===== config.mk =====
export PLATFORM = sky130hd
export DESIGN_NAME = mem_port_arbiter_flat
export DESIGN_NICKNAME = d
export VERILOG_FILES = /design/src/rtl/mem_port_arbiter_pkg.sv /design/src/rtl/mem_port_arbiter_if.sv /design/src/rtl/mem_port_arbiter.sv /design/src/flat_wrapper.sv
export SDC_FILE = /design/constraint.sdc
export NUM_CORES = 1
export LEC_CHECK = 0
export CAP_MARGIN = 15
export CORE_UTILIZATION = 36
export DETAILED_ROUTE_END_ITERATION = 7
export MAX_ROUTING_LAYER = met4
export PLACE_DENSITY_LB_ADDON = 0.25
export SLEW_MARGIN = 15
export SYNTH_ARGS = -nofsm -noshare
export SYNTH_HDL_FRONTEND = slang
export SYNTH_SLANG_ARGS = --single-unit

===== constraint.sdc =====
create_clock -name CLK -period 4 [get_ports CLK]
set_clock_uncertainty 0.1 [all_clocks]
set_input_delay 0.8 -clock CLK [delete_from_list [all_inputs] [get_ports CLK]]
set_output_delay 0.8 -clock CLK [all_outputs]
set_load 0.03 [all_outputs]

===== src/rtl/mem_port_arbiter_pkg.sv =====
// mem_arb_pkg: FSM states, word func3 and requester IDs for mem_port_arbiter.
// Shared by the arbiter RTL and its bench.
package mem_arb_pkg;

  typedef enum logic [2:0] {
    IDLE,
    SERVE_D,
    SERVE_I,
    RESP_D,
    RESP_I
  } state_t;

  typedef enum logic {
    REQ_I = 1'b0,
    REQ_D = 1'b1
  } req_id_t;

  localparam logic [2:0] FUNC3_WORD = 3'b010;

endpackage


===== src/rtl/mem_port_arbiter_if.sv =====
// mem_port_arbiter_if: fetch, data and downstream memory signals.
// slave = arbiter view; master = requesters plus backing memory.
interface mem_port_arbiter_if #(
  parameter int ADDR_W = 32,
  parameter int DATA_W = 32
) ();

  logic              I_READ;
  logic [ADDR_W-1:0] I_ADDRESS;
  logic [DATA_W-1:0] I_READ_DATA;
  logic              I_BUSYWAIT;

  logic              D_READ;
  logic              D_WRITE;
  logic [ADDR_W-1:0] D_ADDRESS;
  logic [DATA_W-1:0] D_WRITE_DATA;
  logic [2:0]        D_FUNC3;
  logic [DATA_W-1:0] D_READ_DATA;
  logic              D_BUSYWAIT;

  logic              M_READ;
  logic              M_WRITE;
  logic [ADDR_W-1:0] M_ADDRESS;
  logic [DATA_W-1:0] M_WRITE_DATA;
  logic [2:0]        M_FUNC3;
  logic [DATA_W-1:0] M_READ_DATA;
  logic              M_BUSYWAIT;

  modport slave (
    input  I_READ, I_ADDRESS,
    output I_READ_DATA, I_BUSYWAIT,
    input  D_READ, D_WRITE, D_ADDRESS,
    input  D_WRITE_DATA, D_FUNC3,
    output D_READ_DATA, D_BUSYWAIT,
    output M_READ, M_WRITE, M_ADDRESS,
    output M_WRITE_DATA, M_FUNC3,
    input  M_READ_DATA, M_BUSYWAIT
  );

  modport master (
    output I_READ, I_ADDRESS,
    input  I_READ_DATA, I_BUSYWAIT,
    output D_READ, D_WRITE, D_ADDRESS,
    output D_WRITE_DATA, D_FUNC3,
    input  D_READ_DATA, D_BUSYWAIT,
    input  M_READ, M_WRITE, M_ADDRESS,
    input  M_WRITE_DATA, M_FUNC3,
    output M_READ_DATA, M_BUSYWAIT
  );

endinterface


===== src/rtl/mem_port_arbiter.sv =====
// mem_port_arbiter: shares one memory port between IF fetch and MEM data.
// Ports: CLK, RESET (async high), bus (slave). Macro MEM_ARB_ROUND_ROBIN_EN.
module mem_port_arbiter
  import mem_arb_pkg::*;
#(
  parameter int ADDR_W = 32,
  parameter int DATA_W = 32
) (
  input  logic              CLK,
  input  logic              RESET,
  mem_port_arbiter_if.slave bus
);

  state_t            state, state_n;
  logic              m_read, m_read_n;
  logic              m_write, m_write_n;
  logic [ADDR_W-1:0] m_addr, m_addr_n;
  logic [DATA_W-1:0] m_wdata, m_wdata_n;
  logic [2:0]        m_f3, m_f3_n;
  logic [DATA_W-1:0] rsp, rsp_n;

  logic d_req;
  logic i_req;
  logic pick_d;

  assign d_req = bus.D_READ | bus.D_WRITE;
  assign i_req = bus.I_READ;

`ifdef MEM_ARB_ROUND_ROBIN_EN
  req_id_t last_q, last_n;
  // On contention the side not served last wins.
  assign pick_d = d_req &
    (~i_req | (last_q == REQ_I));
`else
  assign pick_d = d_req;
`endif

  always_comb begin
    state_n   = state;
    m_read_n  = m_read;
    m_write_n = m_write;
    m_addr_n  = m_addr;
    m_wdata_n = m_wdata;
    m_f3_n    = m_f3;
    rsp_n     = rsp;
`ifdef MEM_ARB_ROUND_ROBIN_EN
    last_n    = last_q;
`endif
    unique case (state)
      IDLE: begin
        if (pick_d) begin
          // Read+write together is a store.
          m_write_n = bus.D_WRITE;
          m_read_n  = ~bus.D_WRITE;
          m_addr_n  = bus.D_ADDRESS;
          m_wdata_n = bus.D_WRITE_DATA;
          m_f3_n    = bus.D_FUNC3;
          state_n   = SERVE_D;
`ifdef MEM_ARB_ROUND_ROBIN_EN
          last_n    = REQ_D;
`endif
        end else if (i_req) begin
          m_write_n = 1'b0;
          m_read_n  = 1'b1;
          m_addr_n  = bus.I_ADDRESS;
          m_wdata_n = '0;
          m_f3_n    = FUNC3_WORD;
          state_n   = SERVE_I;
`ifdef MEM_ARB_ROUND_ROBIN_EN
          last_n    = REQ_I;
`endif
        end
      end
      SERVE_D, SERVE_I: begin
        if (!bus.M_BUSYWAIT) begin
          rsp_n     = m_write ? '0
                              : bus.M_READ_DATA;
          m_read_n  = 1'b0;
          m_write_n = 1'b0;
          state_n   = (state == SERVE_D)
                      ? RESP_D : RESP_I;
        end
      end
      RESP_D, RESP_I: state_n = IDLE;
      default:        state_n = IDLE;
    endcase
  end

  always_ff @(posedge CLK or posedge RESET) begin
    if (RESET) begin
      state   <= IDLE;
      m_read  <= 1'b0;
      m_write <= 1'b0;
      m_addr  <= '0;
      m_wdata <= '0;
      m_f3    <= '0;
      rsp     <= '0;
`ifdef MEM_ARB_ROUND_ROBIN_EN
      last_q  <= REQ_I;
`endif
    end else begin
      state   <= state_n;
      m_read  <= m_read_n;
      m_write <= m_write_n;
      m_addr  <= m_addr_n;
      m_wdata <= m_wdata_n;
      m_f3    <= m_f3_n;
      rsp     <= rsp_n;
`ifdef MEM_ARB_ROUND_ROBIN_EN
      last_q  <= last_n;
`endif
    end
  end

  // Busywaits are purely combinational so a stall is seen immediately.
  assign bus.I_BUSYWAIT   = i_req & (state != RESP_I);
  assign bus.D_BUSYWAIT   = d_req & (state != RESP_D);
  assign bus.I_READ_DATA  = rsp;
  assign bus.D_READ_DATA  = rsp;
  assign bus.M_READ       = m_read;
  assign bus.M_WRITE      = m_write;
  assign bus.M_ADDRESS    = m_addr;
  assign bus.M_WRITE_DATA = m_wdata;
  assign bus.M_FUNC3      = m_f3;

endmodule


===== src/flat_wrapper.sv =====
// flat-port wrapper written by rule: the top's interface ports become plain ports
module mem_port_arbiter_flat import mem_arb_pkg::*;
#(
  parameter int ADDR_W = 32,
  parameter int DATA_W = 32
)
  (CLK, RESET, bus_I_READ, bus_I_ADDRESS, bus_I_READ_DATA, bus_I_BUSYWAIT, bus_D_READ, bus_D_WRITE, bus_D_ADDRESS, bus_D_WRITE_DATA, bus_D_FUNC3, bus_D_READ_DATA, bus_D_BUSYWAIT, bus_M_READ, bus_M_WRITE, bus_M_ADDRESS, bus_M_WRITE_DATA, bus_M_FUNC3, bus_M_READ_DATA, bus_M_BUSYWAIT);
  mem_port_arbiter_if #(.ADDR_W(ADDR_W), .DATA_W(DATA_W)) bus_i ();
  input  logic CLK;
  input  logic RESET;
  input wire logic [$bits(bus_i.I_READ)-1:0] bus_I_READ;
  input wire logic [$bits(bus_i.I_ADDRESS)-1:0] bus_I_ADDRESS;
  output wire logic [$bits(bus_i.I_READ_DATA)-1:0] bus_I_READ_DATA;
  output wire logic [$bits(bus_i.I_BUSYWAIT)-1:0] bus_I_BUSYWAIT;
  input wire logic [$bits(bus_i.D_READ)-1:0] bus_D_READ;
  input wire logic [$bits(bus_i.D_WRITE)-1:0] bus_D_WRITE;
  input wire logic [$bits(bus_i.D_ADDRESS)-1:0] bus_D_ADDRESS;
  input wire logic [$bits(bus_i.D_WRITE_DATA)-1:0] bus_D_WRITE_DATA;
  input wire logic [$bits(bus_i.D_FUNC3)-1:0] bus_D_FUNC3;
  output wire logic [$bits(bus_i.D_READ_DATA)-1:0] bus_D_READ_DATA;
  output wire logic [$bits(bus_i.D_BUSYWAIT)-1:0] bus_D_BUSYWAIT;
  output wire logic [$bits(bus_i.M_READ)-1:0] bus_M_READ;
  output wire logic [$bits(bus_i.M_WRITE)-1:0] bus_M_WRITE;
  output wire logic [$bits(bus_i.M_ADDRESS)-1:0] bus_M_ADDRESS;
  output wire logic [$bits(bus_i.M_WRITE_DATA)-1:0] bus_M_WRITE_DATA;
  output wire logic [$bits(bus_i.M_FUNC3)-1:0] bus_M_FUNC3;
  input wire logic [$bits(bus_i.M_READ_DATA)-1:0] bus_M_READ_DATA;
  input wire logic [$bits(bus_i.M_BUSYWAIT)-1:0] bus_M_BUSYWAIT;
  assign bus_i.I_READ = bus_I_READ;
  assign bus_i.I_ADDRESS = bus_I_ADDRESS;
  assign bus_I_READ_DATA = bus_i.I_READ_DATA;
  assign bus_I_BUSYWAIT = bus_i.I_BUSYWAIT;
  assign bus_i.D_READ = bus_D_READ;
  assign bus_i.D_WRITE = bus_D_WRITE;
  assign bus_i.D_ADDRESS = bus_D_ADDRESS;
  assign bus_i.D_WRITE_DATA = bus_D_WRITE_DATA;
  assign bus_i.D_FUNC3 = bus_D_FUNC3;
  assign bus_D_READ_DATA = bus_i.D_READ_DATA;
  assign bus_D_BUSYWAIT = bus_i.D_BUSYWAIT;
  assign bus_M_READ = bus_i.M_READ;
  assign bus_M_WRITE = bus_i.M_WRITE;
  assign bus_M_ADDRESS = bus_i.M_ADDRESS;
  assign bus_M_WRITE_DATA = bus_i.M_WRITE_DATA;
  assign bus_M_FUNC3 = bus_i.M_FUNC3;
  assign bus_i.M_READ_DATA = bus_M_READ_DATA;
  assign bus_i.M_BUSYWAIT = bus_M_BUSYWAIT;
  mem_port_arbiter #(.ADDR_W(ADDR_W), .DATA_W(DATA_W)) u_core (.CLK(CLK), .RESET(RESET), .bus(bus_i));
endmodule

Yosys cells after proc, flatten, opt, wreduce, memory -nomap -nowiden
Index checks and enable logic that the tools add are counted.

Bitwise logic cells: 5. Reduce and logical (&&, ||, !) cells: 8. Equality and inequality tests: 6. Multiplexer cells: 18.

Operators by type and width (count): two-way mux 32 bit (5); two-way mux 3 bit (5); != test 3 x 2 -> 1 bit, second input constant (2); one-hot mux 3 bit (2 select lines) (1); AND reduction 2 bit (3); two-way mux 1 bit (5); one-hot mux 1 bit (2 select lines) (2); nonzero test 2 bit (2); == test 3 x 1 -> 1 bit, second input constant (1); == test 3 x 2 -> 1 bit, second input constant (1); logical NOT 3 bit (1); != test 3 bit, second input constant (1); AND reduction 3 bit (1); AND 1 bit (2); != test 2 bit, second input constant (1); NOT 1 bit (2); OR reduction 2 bit (1); bitwise OR 1 bit (1).

Flip-flop bits (word level): 104. Word-level logic and storage cells: 44.

Longest topological paths before layout
Gate-level depths: netlist of run 1.

Depth in word-level cells: 4. Mapped depth: 6. Gate-level depth less buffers: 3.

Least setup slack after synthesis of run 1
OpenSTA, ideal clock, no wires.

Path kind: input port to output port. Start: in bus_D_WRITE. End: out bus_D_BUSYWAIT. Data required time: 3.100 ns. Stages: 3. Path slack: 1.549 ns. Arrival time: 1.551 ns. Cell sequence: nor2_2 > buf_4 > a31oi_1.

Longest elaborated chain between the ends: 2.

RTL lines: start: declaration (RTL line flat_wrapper.sv:16) `input wire logic [$bits(bus_i.D_WRITE)-1:0] bus_D_WRITE;`; bitwise OR 1 bit (RTL line mem_port_arbiter.sv:26) `assign d_req = bus.D_READ | bus.D_WRITE;`; AND 1 bit (RTL line mem_port_arbiter.sv:117) `assign bus.D_BUSYWAIT = d_req & (state != RESP_D);`; end: declaration (RTL line flat_wrapper.sv:21) `output wire logic [$bits(bus_i.D_BUSYWAIT)-1:0] bus_D_BUSYWAIT;`.

No other way between the ends.

Worst setup path after layout of run 1
Start: in bus_I_READ. End: out bus_I_BUSYWAIT.

Longest elaborated chain between the ends: 1.

RTL lines: start: declaration (RTL line flat_wrapper.sv:11) `input wire logic [$bits(bus_i.I_READ)-1:0] bus_I_READ;`; AND 1 bit (RTL line mem_port_arbiter.sv:116) `assign bus.I_BUSYWAIT = i_req & (state != RESP_I);`; end: declaration (RTL line flat_wrapper.sv:14) `output wire logic [$bits(bus_i.I_BUSYWAIT)-1:0] bus_I_BUSYWAIT;`.

No other way between the ends.

==> results of run 1 <==
report_power, final:
group | switching [mW] | leakage (nW) | internal [mW]
combinational | 2.18 | 1.88 | 1.99
clock | 0.388 | 0.145 | 0.502
sequential | 0.339 | 1.27 | 1.57
total | 2.91 | 3.30 | 4.06
how the worst max path moves through the flow:
stage	startpoint	end	cells past startpoint	slack [ns]
finish	bus_I_READ	bus_I_BUSYWAIT	3	0.75
global route	bus_I_READ	bus_I_BUSYWAIT	3	0.68
CTS	bus_D_WRITE	bus_D_BUSYWAIT	4	0.76
detailed placement	bus_D_WRITE	bus_D_BUSYWAIT	4	0.76
global placement	bus_I_READ	bus_I_BUSYWAIT	3	0.77
floorplan	RESET	u_core.bus.D_READ_DATA[0]$_DFFE_PP0P_	1	0.37
flip-flops by register name, summed over array words and instances (netlist names):
register,count
u_core.bus.M_READ,1
u_core.state,3
u_core.bus.M_ADDRESS,32
u_core.bus.D_READ_DATA,32
u_core.bus.M_WRITE,1
u_core.bus.M_FUNC3,3
u_core.bus.M_WRITE_DATA,32
layer usage:
layer / vias to the layer above / wire (um) / GRT usage [%]
met5: - / 0 / -
met4: 0 / 138 / 6.01
met3: 13 / 1030 / 6.81
met2: 177 / 6260 / 31.2
met1: 1815 / 5270 / 22.5
li1: 1663 / - / -
kinds of logic after synthesis:
| logic type | Yosys count | synth area share (%) |
|---|---|---|
| xor gates and xnor gates | 1 | 0.179 |
| muxes | 96 | 24.3 |
| buffers and inverters | 61 | 8.93 |
| AOI/OAI and AO/OA | 46 | 8.09 |
| DFF | 104 | 53.1 |
| and+or+nand+nor | 42 | 5.36 |
layout by cell type (no fill, tap or decap), types with 4 or more instances in the layout:
cell                              count
sky130_fd_sc_hd__clkbuf_16            9
sky130_fd_sc_hd__clkdlybuf4s50_1    271
sky130_fd_sc_hd__buf_4                5
sky130_fd_sc_hd__dfrtp_1            104
sky130_fd_sc_hd__mux2_4              30
sky130_fd_sc_hd__nor2b_1             33
sky130_fd_sc_hd__inv_1                4
sky130_fd_sc_hd__a22o_1              35
sky130_fd_sc_hd__mux2_2              66
area by class of cell:
type	count	area, um^2
fillers	1088	5450
repair buffers	277	2770
flip-flops and latches	104	2600
multi-input cells	185	1880
clock buffers	11	243
well taps	176	220
clock inverters	5	56.3
inverters	5	21.3
stage by stage:
stage	power [mW]	utilization, %	instance area, um^2	hold WS (ns)
2_1_floorplan	4.71	-	4900	0.413
3_3_place_gp	6.06	56.6	7490	0.386
3_5_place_dp	6.13	56.6	7490	0.390
4_1_cts	7.05	58.8	7790	0.408
5_1_grt	7.31	58.8	7790	0.417
6_report	6.97	58.8	7790	0.404
==> impl.org, run 1 <==
** Power
- Power density normalized to cell area :: 895 mW/mm^2
- IR analysis of the VDD net gives a maximum drop of 0.371 mV.
- Summed over all cells, the static leakage comes to 3.30 nW.

** Floorplanning
- Die Footprint :: 0.0141 mm^2
- The core region is 0.0132 mm^2.
- Die Span X :: 119 um
- Measured along the y axis, the die boundary spans 119 um.
- The initial utilization of the core area, before any placement, comes to 37.0%.
- Count of pins on the block boundary :: 272
- The initialized floorplan defines 42 standard-cell rows.

** Run status
- Status :: completed

** Synthesis
- Portion of synthesized cell area occupied by the leading cell type :: 53.1%
- Counting flops and latches in the post-synthesis netlist gives 104.
- Cell types with the highest counts after synthesis :: 104 x sky130_fd_sc_hd__dfrtp_1, 66 x sky130_fd_sc_hd__mux2_2, 35 x sky130_fd_sc_hd__a22o_1
- Count leader, synth :: sky130_fd_sc_hd__dfrtp_1
- Count of flip-flops with a built-in enable after synthesis :: 0
- The Yosys step of the flow raised 0 warnings.
- Mean instance size in the synthesized netlist :: 14.0 um^2
- The largest total area in the synthesized netlist belongs to sky130_fd_sc_hd__dfrtp_1.
- The most used flip-flop cell after synthesis is sky130_fd_sc_hd__dfrtp_1.
- Main area contributors after synthesis :: sky130_fd_sc_hd__dfrtp_1 53%, sky130_fd_sc_hd__mux2_2 15%, sky130_fd_sc_hd__mux2_4 9.2%, sky130_fd_sc_hd__a22o_1 6.3%, sky130_fd_sc_hd__buf_4 5.1%
- Async set-or-reset flop fraction in the synthesized netlist :: 100%
- Combined area of all synthesized cells :: 0.00490 mm^2
- The number of nets handed over by synthesis was 487.
- Portion of the post-synthesis area used by sequential elements :: 53.1%
- Synth Instances :: 350
- Synthesis instantiated 29 different standard cells from the library.

** CTS
- Longest Clk Path Bufs :: 2
- For this design, the CTS-stage hold fixing added 0 buffers.
- Clock-pin slew was measured on the worst setup and hold paths at 0.07 ns.
- TritonCTS built the clock tree.
- CTS Root Cell :: sky130_fd_sc_hd__clkbuf_16
- The number of clock buffers added by TritonCTS is 9.
- Post-cts repair resize count :: 0
- In this run the post-CTS setup repair buffer count came out at 0.
- At the later pin of the worst-skew pair, clock insertion delay measures 0.35 ns.
- In this run the number of H-tree levels came out at 3.
- Sink Count :: 104

** Worst setup path
- Nature of the critical path endpoint :: output pin
- Standard cell with the maximum stage delay on the critical path :: sky130_fd_sc_hd__clkdlybuf4s50_1
- Worst path buffer plus inverter count :: 2
- For flop-to-flop paths, the worst setup slack is 1.84 ns.
- Worst path cell trace :: clkdlybuf4s50_1 > a21boi_0 > clkdlybuf4s50_1
- In this run the critical register-to-register path is captured at u_core.bus.D_READ_DATA[6]$_DFFE_PP0P_.
- The cell family contributing the most delay on the critical path is buffers and inverters.
- Top fanout value on the critical path :: 5
- The largest single stage delay on the critical path is 0.69 ns.
- Most frequent cell on the critical path :: sky130_fd_sc_hd__clkdlybuf4s50_1
- At the worst endpoint, the required time is 3.10 ns.
- Counting cells, the worst reg-to-reg path comes to 3.
- The setup path with the least slack is of type input port to output pin.
- At the worst endpoint, the arrival time is 2.35 ns.
- The worst setup path is launched from an input port.
- The worst register-to-register path begins at u_core.state[0]$_DFFE_PP0P_.

** Route
- The first routing iteration left 116 violations.
- The routed layout has 3668 vias.
- Routed wire length per instance :: 16.6 um
- Once detail routing completed, the nets flagged for antenna violations numbered 0.
- The routed design has 12700 um of wire.
- Count of unresolved DRC violations after routing :: 0
- The first detailed-routing pass took 4 iterations.
- In the routed layout, each cell is associated on average with a via count of 4.81.

** STA
- Setup repair after global routing left no endpoint under its margin.
- For this run, the top clock speed supported by timing is 308 MHz.
- Max-Slew Margin vs Limit :: 31.5%
- Final setup vio count :: 0
- Counting I/O delays and the setup requirement, the final critical path takes 3.25 ns.
- Final setup TNS :: 0 ns
- After layout, the worst setup slack is 0.751 ns.
- Least-Margin Pin Slew :: 1.03 ns
- The final hold violation count came to 0.
- Dividing the final minimum period by the clock period gives 81.2%.
- The number of pins exceeding their max-slew limit in the final report is 0.

** GRT
- Summed over all layers, the global routing overflow is 0.
- Tot GR Track Use :: 19.3%
- Initial antenna violation count :: 0
- Pin count of the biggest net entering global routing :: 59
- The number of global-route vias before repair is 3889.
- The first global-routing pass estimated 20400 um of wire.

** Final layout
- Non-filler cells in the finished layout :: 763
- Synth-to-Final Area Change :: 58.9%
- Ant. Diodes :: 0
- At the end of the flow, the number of nets in the layout was 719.
- In the final layout, the share of cells above drive strength 1 is 21.0%.

** Job
- Count of maximum capacitance violations :: 0

** Worst hold path
- Path type of the worst min-delay path :: flip-flop to flip-flop
- Hold path startpoint :: u_core.bus.M_WRITE_DATA[28]$_DFFE_PP0P_
- Along the worst hold path, the cell count comes to 1.
- The path with the worst hold slack has its endpoint at u_core.bus.M_WRITE_DATA[28]$_DFFE_PP0P_.

** Placed design
- DPL Wire Length :: 9280 um
- Including well taps, the total number of placed cells is 747.
- Buffers placed on the I/O ports in this run total 271.
- Setup Slack @ Placement :: 0.761 ns
- Routability-driven placement finished with a final weighted congestion of 0.787.
Note: power is estimated with default switching activity, not from simulation.
==> run 2, diff against run 1 <==
- CORE_UTILIZATION: 36 -> 35
- clock period: 4 -> 2.7 ns (I/O delays scaled with it)
==> run 2 against run 1 <==
Effect of this change: clock power rose by 37%; sequential power increased by 49%; utilization decreased by 0.69 points; routed wire length up 0.97%; largest power group unchanged.
==> impl.org, run 2 (synthesis results as in run 1) <==
** Worst setup path
- Worst path cell trace :: clkdlybuf4s50_1 > a21boi_0 > buf_12
- STA puts the critical path data required time at 2.06 ns.
- Crit path launch :: bus_I_READ
- For this run, the slowest stage of the critical path takes 0.60 ns.
- STA puts the critical path data arrival time at 1.68 ns.
- Standard cell with the maximum stage delay on the critical path :: sky130_fd_sc_hd__clkdlybuf4s50_1
- Critical Path Stages :: 3
- The worst register-to-register path begins at u_core.state[0]$_DFFE_PP0P_.
- The critical path contains buffers and inverters numbering 2 combined.
- The most critical setup path has its endpoint at bus_I_BUSYWAIT.
- STA classifies the critical path endpoint as an output pin.
- Number of cells on the worst reg-to-reg path :: 4
- The worst register-to-register path ends at u_core.bus.D_READ_DATA[30]$_DFFE_PP0P_.
- By startpoint and endpoint, the worst setup path is classified as input port to output pin.
- On the critical path the largest part of the delay comes from buffers and inverters.
- Kind of start point of the critical path :: input port
- Top fanout value on the critical path :: 5
- In this run the register-to-register setup slack is 0.87 ns.

** CTS
- CTS Root Cell :: sky130_fd_sc_hd__clkbuf_16
- Number of buffers created by CTS :: 9
- Buffers inserted to repair hold after CTS numbered 0.
- For the worst-skew pair, the clock arrives at the later sink with an insertion delay of 0.35 ns.
- Longest Clk Path Bufs :: 2
- The H-tree generated during clock tree synthesis spans 3 levels.
- Sink Count :: 104
- CTS tree :: yes
- Post-cts repair resize count :: 0
- Clock-pin slew was measured on the worst setup and hold paths at 0.06 ns.
- Once the clock tree was built, the setup fixing pass inserted 0 buffers.

** Route
- In the routed layout, each cell is associated on average with a via count of 4.77.
- The first detailed-routing pass ran for 4 iterations.
- Detailed-route wire length :: 12800 um
- Routed wire length per instance :: 16.8 um
- The detailed router finished its first iteration with 128 violations.
- Count of unresolved DRC violations after routing :: 0
- Remaining number of nets flagged by the antenna check after routing :: 0
- Across all layers, the routed design uses 3642 vias.

** Placed design
- Routability-driven placement finished with a final weighted congestion of 0.747.
- DPL Wire Length :: 9300 um
- Number of port buffers :: 271

** Final layout
- In the final layout, the multi-input gates occupy 0.00188 mm^2.
- The library cell used most frequently in the layout, excluding fill and tap cells, is sky130_fd_sc_hd__clkdlybuf4s50_1.
- Share of layout cells above drive strength 1 :: 21.3%
- Seq. cell area :: 0.00260 mm^2
- Ant. Diodes :: 0
- The filler cells instantiated in the layout total 1118.
- Net count reported at finish :: 720
- Relative to the synthesized area, the layout overhead comes to 59.5%.
- The library cells used most frequently in the layout, excluding fill and tap cells, are 269 x sky130_fd_sc_hd__clkdlybuf4s50_1, 104 x sky130_fd_sc_hd__dfrtp_1, 66 x sky130_fd_sc_hd__mux2_2.

** Power
- Total power for the finished layout comes to 10.3 mW.
- Static leakage :: 3.31 nW
- Maximum vdd ir drop :: 0.537 mV
- In this run the power density over the cells is 1320 mW/mm^2.

** STA
- RSZ-0062 raised after global routing :: false
- Post-route minimum period :: 2.32 ns
- Least-Margin Pin Slew :: 0.567 ns
- Max-Slew Margin vs Limit :: 62.2%
- Peak Freq :: 431 MHz
- The final hold violation count is 0.
- Max Transition Viols Final :: 0
- Final period utilization :: 86.0%
- For the final routed database, the setup TNS stands at 0 ns.
- Final setup vio count :: 0

** Floorplanning
- Die Span X :: 120 um
- Standard cell core area :: 0.0135 mm^2
- The floorplan has 42 rows.
- Once the floorplan was initialized, standard cells occupied 36.4% of the core.
- For this design the top-level I/O count stands at 272.
- Measured along the y axis, the die boundary spans 120 um.
- Die Footprint :: 0.0145 mm^2

** Worst hold path
- The min-delay analysis places its worst path in the category flip-flop to flip-flop.

** GRT
- The number of global-route vias before repair was 3834.
- The first global-routing pass estimated 20000 um of wire.
- Initial antenna violation count :: 0
- Tot GR Track Use :: 18.5%
- Entering global routing, the biggest net connects 105 pins.
- Congestion Overflow GR :: 0

** Job
- Max-cap violations in this run came to 0.

** Run status
- The run finished with clean final reports.
## run 2: cell types whose count changed in the layout (fill, tap and decap cells not counted)
cell and change:
sky130_fd_sc_hd__inv_4 -1, sky130_fd_sc_hd__clkbuf_1 +1, sky130_fd_sc_hd__bufinv_16 -1, sky130_fd_sc_hd__buf_4 -1, sky130_fd_sc_hd__clkinv_4 +4, sky130_fd_sc_hd__clkinv_2 -2, sky130_fd_sc_hd__clkbuf_8 -1, sky130_fd_sc_hd__buf_12 +4
sky130_fd_sc_hd__clkdlybuf4s50_1 -2
## run 2: routing by layer
layer,routed length [um],GRT usage [%],up-vias
met2,6240,30.5,177
met1,5380,21.5,1782
met4,273,8.02,0
li1,-,-,1664
met5,0,-,-
met3,929,4.72,19
## run 2: cell type report
type	count	area share (%)
Timing Repair Buffer	278	36.1
Multi-Input combinational cell	185	24.0
Sequential cell	104	33.3
Clock buffer	11	2.98
Clock inverter	5	0.560
Inverter	5	0.288
Tap cell	176	2.82
## run 2: worst register-to-register path: cells and delay by family, from the launching register on
family / cells / cell delay [ns]
buffers and inverters: 1 / 0.21
xor gates and xnor gates: 1 / 0.15
DFF: 1 / 0.46
and+or+nand+nor: 1 / 0.44
muxes: 1 / 0.34
## run 2: how the worst min path moves through the flow
stage	from	end	cells after the start
floorplan	u_core.state[1]$_DFFE_PP0P_	u_core.state[0]$_DFFE_PP0P_	2
global placement	u_core.bus.M_WRITE_DATA[14]$_DFFE_PP0P_	u_core.bus.M_WRITE_DATA[14]$_DFFE_PP0P_	1
detailed placement	u_core.bus.M_WRITE_DATA[23]$_DFFE_PP0P_	u_core.bus.M_WRITE_DATA[23]$_DFFE_PP0P_	1
CTS	u_core.bus.M_ADDRESS[7]$_DFFE_PP0P_	u_core.bus.M_ADDRESS[7]$_DFFE_PP0P_	1
global route	u_core.bus.M_ADDRESS[28]$_DFFE_PP0P_	u_core.bus.M_ADDRESS[28]$_DFFE_PP0P_	1
finish	u_core.bus.M_ADDRESS[28]$_DFFE_PP0P_	u_core.bus.M_ADDRESS[28]$_DFFE_PP0P_	1
## run 2: metrics by stage
stage | cells | hold WS, ns | worst slack (ns) | area, um^2 | utilization [%]
2_1_floorplan | 350 | 0.413 | 0.769 | 4910 | -
3_3_place_gp | 748 | 0.388 | 0.347 | 7540 | 56.1
3_5_place_dp | 748 | 0.390 | 0.282 | 7540 | 56.1
4_1_cts | 764 | 0.407 | 0.366 | 7820 | 58.1
5_1_grt | 764 | 0.418 | 0.347 | 7820 | 58.1
6_report | 764 | 0.402 | 0.378 | 7820 | 58.1
## run 2: report_power, final
| group | switching, mW | internal (mW) | total [mW] |
|---|---|---|---|
| sequential | 0.511 | 2.33 | 2.84 |
| combinational | 3.24 | 2.99 | 6.23 |
| clock | 0.587 | 0.634 | 1.22 |
